[config.mk]
export PLATFORM = sky130hd
export DESIGN_NAME = relu_stream_layer
export DESIGN_NICKNAME = d
export VERILOG_FILES = /design/src/rtl/relu_stream_layer.sv
export SDC_FILE = /design/constraint.sdc
export NUM_CORES = 2
export LEC_CHECK = 0
export BUFFER_PORTS_ARGS = -buffer_cell sky130_fd_sc_hd__buf_2
export CAP_MARGIN = 20
export CORE_UTILIZATION = 55
export CTS_BUF_LIST = sky130_fd_sc_hd__clkbuf_8 sky130_fd_sc_hd__clkbuf_16
export DETAILED_ROUTE_END_ITERATION = 16
export HOLD_SLACK_MARGIN = 0.03
export MAX_ROUTING_LAYER = met4
export PLACE_DENSITY = 0.79
export SLEW_MARGIN = 20
export SYNTH_ARGS = -nofsm -noshare
export SYNTH_HDL_FRONTEND = slang
export SYNTH_SLANG_ARGS = --single-unit
export TNS_END_PERCENT = 20
[constraint.sdc]
create_clock -name clk -period 6.7 [get_ports clk]
set_clock_uncertainty 0.15 [all_clocks]
set_input_delay 1.34 -clock clk [delete_from_list [all_inputs] [get_ports clk]]
set_output_delay 1.34 -clock clk [all_outputs]
set_load 0.03 [all_outputs]
[src/rtl/relu_stream_layer.sv]
// rtl/relu_stream_layer.sv - streaming per-lane activation stage (bypass/ReLU/leaky/clipped) with frame accounting
module relu_stream_layer #(
    parameter int DATA_WIDTH = 45,
    parameter int OUT_WIDTH  = 16,
    parameter int CHANNELS   = 8,
    parameter int FRAME_X    = 24,
    parameter int FRAME_Y    = 24,
    parameter int IN_SHIFT   = 0
) (
    input  logic                            clk,
    input  logic                            rst,
    input  logic                            in_valid,
    output logic                            in_ready,
    input  logic [CHANNELS*DATA_WIDTH-1:0]  in_data,
    input  logic [1:0]                      mode,
    input  logic [3:0]                      leak_shift,
    input  logic [OUT_WIDTH-2:0]            clip_max,
    output logic                            out_valid,
    input  logic                            out_ready,
    output logic [CHANNELS*OUT_WIDTH-1:0]   out_data,
    output logic                            out_last,
    output logic                            relu_done,
    output logic                            sat_flag
);

    localparam int NBEATS = FRAME_X * FRAME_Y;
    localparam int CW     = (NBEATS > 1) ? $clog2(NBEATS) : 1;
    localparam logic [CW-1:0] LAST_IDX = CW'(NBEATS - 1);

    localparam logic signed [DATA_WIDTH-1:0] SAT_MAX =
        {{(DATA_WIDTH-OUT_WIDTH+1){1'b0}}, {(OUT_WIDTH-1){1'b1}}};
    localparam logic signed [DATA_WIDTH-1:0] SAT_MIN =
        {{(DATA_WIDTH-OUT_WIDTH+1){1'b1}}, {(OUT_WIDTH-1){1'b0}}};
    localparam logic [OUT_WIDTH-1:0] OUT_MAX = {1'b0, {(OUT_WIDTH-1){1'b1}}};
    localparam logic [OUT_WIDTH-1:0] OUT_MIN = {1'b1, {(OUT_WIDTH-1){1'b0}}};

    // Rescale, then apply the leaky slope to negatives; the result is the value to be saturated.
    function automatic logic signed [DATA_WIDTH-1:0] pre_act(
        input logic signed [DATA_WIDTH-1:0] x,
        input logic [1:0]                   m,
        input logic [3:0]                   ls
    );
        logic signed [DATA_WIDTH-1:0] s;
        s = x >>> IN_SHIFT;
        if (s[DATA_WIDTH-1] && (m == 2'd2)) begin
            return s >>> ls;
        end
        return s;
    endfunction

    // Saturate to the output width and apply the clip ceiling; returns {sat_hit, y}.
    function automatic logic [OUT_WIDTH:0] act_out(
        input logic signed [DATA_WIDTH-1:0] v,
        input logic                         zero,
        input logic                         clip_en,
        input logic [OUT_WIDTH-2:0]         cm
    );
        logic [OUT_WIDTH-1:0] y;
        logic                 hit;
        y   = v[OUT_WIDTH-1:0];
        hit = 1'b0;
        if (zero) begin
            y = '0;
        end else begin
            if (v > SAT_MAX) begin
                y   = OUT_MAX;
                hit = 1'b1;
            end else if (v < SAT_MIN) begin
                y   = OUT_MIN;
                hit = 1'b1;
            end
            // Non-zeroed lanes in clip mode are non-negative, so an unsigned compare is exact.
            if (clip_en && (y > {1'b0, cm})) begin
                y = {1'b0, cm};
            end
        end
        return {hit, y};
    endfunction

    // Registered state
    logic                           ready_ok_q, ready_ok_d;
    logic [CW-1:0]                  cnt_q, cnt_d;
    logic [1:0]                     cfg_mode_q, cfg_mode_d;
    logic [3:0]                     cfg_leak_q, cfg_leak_d;
    logic [OUT_WIDTH-2:0]           cfg_clip_q, cfg_clip_d;

    logic                           cap_valid_q, cap_valid_d;
    logic                           cap_last_q, cap_last_d;
    logic [CHANNELS*DATA_WIDTH-1:0] cap_data_q, cap_data_d;
    logic [1:0]                     cap_mode_q, cap_mode_d;
    logic [3:0]                     cap_leak_q, cap_leak_d;
    logic [OUT_WIDTH-2:0]           cap_clip_q, cap_clip_d;

    logic                           s1_valid_q, s1_valid_d;
    logic                           s1_last_q, s1_last_d;
    logic [CHANNELS*DATA_WIDTH-1:0] s1_val_q, s1_val_d;
    logic [CHANNELS-1:0]            s1_zero_q, s1_zero_d;
    logic                           s1_clip_en_q, s1_clip_en_d;
    logic [OUT_WIDTH-2:0]           s1_clip_q, s1_clip_d;

    logic                           out_valid_q, out_valid_d;
    logic                           out_last_q, out_last_d;
    logic [CHANNELS*OUT_WIDTH-1:0]  out_data_q, out_data_d;
    logic                           done_q, done_d;
    logic                           sat_q, sat_d;

    // Combinational lane results
    logic [CHANNELS*DATA_WIDTH-1:0] s1_val_c;
    logic [CHANNELS-1:0]            s1_zero_c;
    logic [CHANNELS*OUT_WIDTH-1:0]  y_c;
    logic [CHANNELS-1:0]            hit_c;

    logic en, accept, first_beat, last_beat;

    assign en         = !out_valid_q || out_ready;
    assign in_ready   = ready_ok_q && en;
    assign accept     = in_valid && in_ready;
    assign first_beat = (cnt_q == '0);
    assign last_beat  = (cnt_q == LAST_IDX);

    assign out_valid  = out_valid_q;
    assign out_data   = out_data_q;
    assign out_last   = out_last_q;
    assign relu_done  = done_q;
    assign sat_flag   = sat_q;

    // Stage 1 lane math: rescale, leaky slope, and whether the lane is forced to zero.
    always_comb begin
        s1_val_c  = '0;
        s1_zero_c = '0;
        for (int c = 0; c < CHANNELS; c++) begin
            s1_val_c[c*DATA_WIDTH +: DATA_WIDTH] =
                pre_act(cap_data_q[c*DATA_WIDTH +: DATA_WIDTH], cap_mode_q, cap_leak_q);
            s1_zero_c[c] = s1_val_c[c*DATA_WIDTH + DATA_WIDTH - 1] && cap_mode_q[0];
        end
    end

    // Stage 2 lane math: saturation and clip ceiling, with per-lane saturation hits.
    always_comb begin
        logic [OUT_WIDTH:0] r;
        r     = '0;
        y_c   = '0;
        hit_c = '0;
        for (int c = 0; c < CHANNELS; c++) begin
            r = act_out(s1_val_q[c*DATA_WIDTH +: DATA_WIDTH], s1_zero_q[c],
                        s1_clip_en_q, s1_clip_q);
            y_c[c*OUT_WIDTH +: OUT_WIDTH] = r[OUT_WIDTH-1:0];
            hit_c[c] = r[OUT_WIDTH];
        end
    end

    // Next-state: beat counter, frame config latch, pipeline advance on en, done/sat flags.
    always_comb begin
        ready_ok_d   = 1'b1;
        cnt_d        = cnt_q;
        cfg_mode_d   = cfg_mode_q;
        cfg_leak_d   = cfg_leak_q;
        cfg_clip_d   = cfg_clip_q;
        cap_valid_d  = cap_valid_q;
        cap_last_d   = cap_last_q;
        cap_data_d   = cap_data_q;
        cap_mode_d   = cap_mode_q;
        cap_leak_d   = cap_leak_q;
        cap_clip_d   = cap_clip_q;
        s1_valid_d   = s1_valid_q;
        s1_last_d    = s1_last_q;
        s1_val_d     = s1_val_q;
        s1_zero_d    = s1_zero_q;
        s1_clip_en_d = s1_clip_en_q;
        s1_clip_d    = s1_clip_q;
        out_valid_d  = out_valid_q;
        out_last_d   = out_last_q;
        out_data_d   = out_data_q;
        done_d       = out_valid_q && out_ready && out_last_q;
        sat_d        = sat_q;

        if (accept) begin
            cnt_d = last_beat ? '0 : cnt_q + CW'(1);
            if (first_beat) begin
                cfg_mode_d = mode;
                cfg_leak_d = leak_shift;
                cfg_clip_d = clip_max;
                sat_d      = 1'b0;
            end
        end

        if (en) begin
            // Each beat carries its frame's config so a frame boundary mid-pipeline is exact.
            cap_valid_d = accept;
            cap_last_d  = accept && last_beat;
            if (accept) begin
                cap_data_d = in_data;
                cap_mode_d = first_beat ? mode       : cfg_mode_q;
                cap_leak_d = first_beat ? leak_shift : cfg_leak_q;
                cap_clip_d = first_beat ? clip_max   : cfg_clip_q;
            end

            s1_valid_d = cap_valid_q;
            s1_last_d  = cap_valid_q && cap_last_q;
            if (cap_valid_q) begin
                s1_val_d     = s1_val_c;
                s1_zero_d    = s1_zero_c;
                s1_clip_en_d = (cap_mode_q == 2'd3);
                s1_clip_d    = cap_clip_q;
            end

            out_valid_d = s1_valid_q;
            out_last_d  = s1_valid_q && s1_last_q;
            if (s1_valid_q) begin
                out_data_d = y_c;
                if (|hit_c) begin
                    sat_d = 1'b1;
                end
            end
        end
    end

    // State register with synchronous active-high reset.
    always_ff @(posedge clk) begin
        if (rst) begin
            ready_ok_q   <= 1'b0;
            cnt_q        <= '0;
            cfg_mode_q   <= '0;
            cfg_leak_q   <= '0;
            cfg_clip_q   <= '0;
            cap_valid_q  <= 1'b0;
            cap_last_q   <= 1'b0;
            cap_data_q   <= '0;
            cap_mode_q   <= '0;
            cap_leak_q   <= '0;
            cap_clip_q   <= '0;
            s1_valid_q   <= 1'b0;
            s1_last_q    <= 1'b0;
            s1_val_q     <= '0;
            s1_zero_q    <= '0;
            s1_clip_en_q <= 1'b0;
            s1_clip_q    <= '0;
            out_valid_q  <= 1'b0;
            out_last_q   <= 1'b0;
            out_data_q   <= '0;
            done_q       <= 1'b0;
            sat_q        <= 1'b0;
        end else begin
            ready_ok_q   <= ready_ok_d;
            cnt_q        <= cnt_d;
            cfg_mode_q   <= cfg_mode_d;
            cfg_leak_q   <= cfg_leak_d;
            cfg_clip_q   <= cfg_clip_d;
            cap_valid_q  <= cap_valid_d;
            cap_last_q   <= cap_last_d;
            cap_data_q   <= cap_data_d;
            cap_mode_q   <= cap_mode_d;
            cap_leak_q   <= cap_leak_d;
            cap_clip_q   <= cap_clip_d;
            s1_valid_q   <= s1_valid_d;
            s1_last_q    <= s1_last_d;
            s1_val_q     <= s1_val_d;
            s1_zero_q    <= s1_zero_d;
            s1_clip_en_q <= s1_clip_en_d;
            s1_clip_q    <= s1_clip_d;
            out_valid_q  <= out_valid_d;
            out_last_q   <= out_last_d;
            out_data_q   <= out_data_d;
            done_q       <= done_d;
            sat_q        <= sat_d;
        end
    end

endmodule

==> metrics.txt <==
status complete, no violations; area share of the leading cell type in the synthesized netlist 0.339; hold depth 2; post-synth cell types 67; hpwl dp 135000 um; RSZ-0062 raised after global routing no; biggest area consumer among synthesized cells dfxtp_1; Final setup viols 0; Setup TNS 0 ps; cts repair resizes 0; Pleak 23.7 nW; total gr overflow 0; Post-Syn Area per Cell 8.12 um^2; largest net degree at the start of global routing 191; power per standard cell area 238 mW/mm^2; #FFs+latches synth 933; Clk Latency, worst-skew pair 690 ps; CTS tree built; vias per cell 6.47; FP Rows 115; post-layout min period 4720 ps; 1st-iter DRT viols 7777; initial core utilization 0.558; final WL 193000 um; top cells by count, synth 1807 x nand2_1, 933 x dfxtp_1, 798 x a21oi_1, 482 x clkbuf_1, 381 x nor2_1; Clock Tree Root clkbuf_16; most frequent cell after synthesis nand2_1; Slew headroom 0.212; FF-to-FF Start s1_val_q[87]; crit end category register; Async S/R FF share, synth 0; Final Max Tran Viols 0; CP Max Fanout 15; critical path capture point out_data[16]; Max VDD drop 198 uV; Mapped Cells 6788; Post-CTS Setup Bufs 0; Hold WC Path Type register to register; Max Cap Viol 0; fin crit share 0.705; ys flop type dfxtp_1; Synth Cell Area 0.0551 mm^2; Slew @ Worst Pin 1180 ps; EDFF count, synth 0; Reg clk slew, reported paths 60 ps; die area 0.102 mm^2; clock buffer count from CTS 99; ranking of synthesized cells by area dfxtp_1 34%, mux4_2 13%, nand2_1 12%; drt wl/cell 23.4 um; DR pass1 iterations 7; syn nets 7295; Global Route Usage Sum 0.380; Reg2Reg Depth 13; fraction of layout cells with a size suffix above 1 0.165; chip width 319 um; CTS H-tree lvls 3; DRC viols 0; R2R setup slack 1980 ps; Worst Setup SP s1_val_q[87]; area delta synth->final 11.4%; port bufs 517; register area share after synthesis 0.339; Die Y-Extent 319 um; Top-Level Pins 518; CP Class register to register; initial antenna violation count 9; crit path launch type register; # hold bufs at CTS 0; CTS max path bufs 3; Post-DRT Antenna Nets 0; first-pass GRT wire length 294000 um; vias in the first global route 48500; Core ar. 0.0989 mm^2; reg2reg end out_data[16]; final core utilization 0.621; fill count 8643; via count 53400; GPL Wtd Cong 0.982; Sink Count 933; critical path data required time 7160 ps; arrival time of the worst setup path 5180 ps; Hold Fails Final Rpt 0; Syn. warnings 0; fmax 212 MHz; Nets 7384
through the flow:
stage	power [mW]	worst slack [ps]	area, um^2	instances	hold WS, ps
after floorplan	7.85	3090	55100	6788	282
after global placement	8.60	1930	57800	8061	284
after detailed placement	8.66	1980	57800	8061	289
after CTS	14.6	1930	61300	8246	297
after global routing	15.1	1710	61400	8253	318
final	14.6	1980	61400	8256	298
placed cells by master (no fill, tap or decap), types with 59 or more instances in the layout:
| master | count |
|---|---|
| a21oi_1 | 797 |
| buf_2 | 516 |
| a211oi_1 | 257 |
| nor2_1 | 381 |
| nand4_1 | 89 |
| clkbuf_16 | 101 |
| ha_1 | 122 |
| dfxtp_1 | 929 |
| nand2_1 | 1803 |
| mux2i_1 | 347 |
| and3_1 | 111 |
| o21ai_0 | 294 |
| a31oi_1 | 59 |
| o21ai_1 | 176 |
| mux4_2 | 328 |
flip-flops by register name (all words and copies together), names as in the netlist:
signal        flops
s1_val_q        360
s1_last_q         1
s1_clip_en_q      1
cnt_q            10
cap_leak_q        4
ready_ok_q        1
cap_clip_q       15
cfg_mode_q        2
cap_data_q      360
s1_clip_q        15
s1_zero_q         8
out_data        128
sat_flag          1
out_last          1
cfg_clip_q       15
out_valid         1
cfg_leak_q        4
cap_last_q        1
cap_valid_q       1
cap_mode_q        2
s1_valid_q        1
relu_done         1
layer usage:
metal  vias to the layer above  track usage  wire length [um]
li1                      24600            -                 -
met1                     25300        0.530             80700
met4                         0        0.160              8470
met2                      3132        0.531             81700
met5                         -            -                 0
met3                       418       0.0824             22300
where the power goes:
group / leakage [nW] / switching, mW / internal (mW) / total [mW]
clock: 1.78 / 2.44 / 3.53 / 5.97
sequential: 7.61 / 0.349 / 5.80 / 6.14
combinational: 14.3 / 1.52 / 0.960 / 2.48
total: 23.7 / 4.31 / 10.3 / 14.6
critical path, stage by stage, from the launching register on:
cell,delay (ps)
dfxtp_1,360
nand4_1,100
or4_1,600
o21ai_1,860
nand2_1,150
nand2_1,150
ha_1,140
and4b_1,240
inv_2,50
nor3_4,230
o21ai_1,140
a221oi_4,950
mux2_1,390
o21ai_1,110
logic make-up (layout without fill, tap and decap cells):
| kind of cell | after synthesis | count (layout) | synth area share |
|---|---|---|---|
| compound gates | 1757 | 1757 | 0.184 |
| xor+xnor | 9 | 9 | 0.00143 |
| fa+ha+maj | 122 | 122 | 0.0277 |
| buf+inv | 634 | 807 | 0.0460 |
| flops | 933 | 933 | 0.339 |
| mux | 699 | 699 | 0.202 |
| other cells | 0 | 8 | 0 |
| simple gates | 2634 | 2634 | 0.200 |
worst min path at each step:
stage,start,end,slack [ps]
5_1_grt,out_data[30],out_data[30],320
4_1_cts,out_data[26],out_data[26],300
3_5_place_dp,out_data[26],out_data[26],290
3_3_place_gp,out_data[26],out_data[26],280
6_report,out_data[26],out_data[26],300
2_1_floorplan,cap_clip_q[10],s1_clip_q[10],280
final cells by class:
type / instances / area (um^2) / share of cell area
Clock inverter: 66 / 771 / 0.0126
Multi-Input combinational cell: 5221 / 34000 / 0.554
Timing Repair Buffer: 589 / 3390 / 0.0552
Antenna cell: 8 / 20.0 / 0.000326
Inverter: 33 / 144 / 0.00234
Clock buffer: 119 / 2780 / 0.0452
Sequential cell: 933 / 18700 / 0.304
Tap cell: 1287 / 1610 / 0.0262
Note: power is estimated with default switching activity, not from simulation.
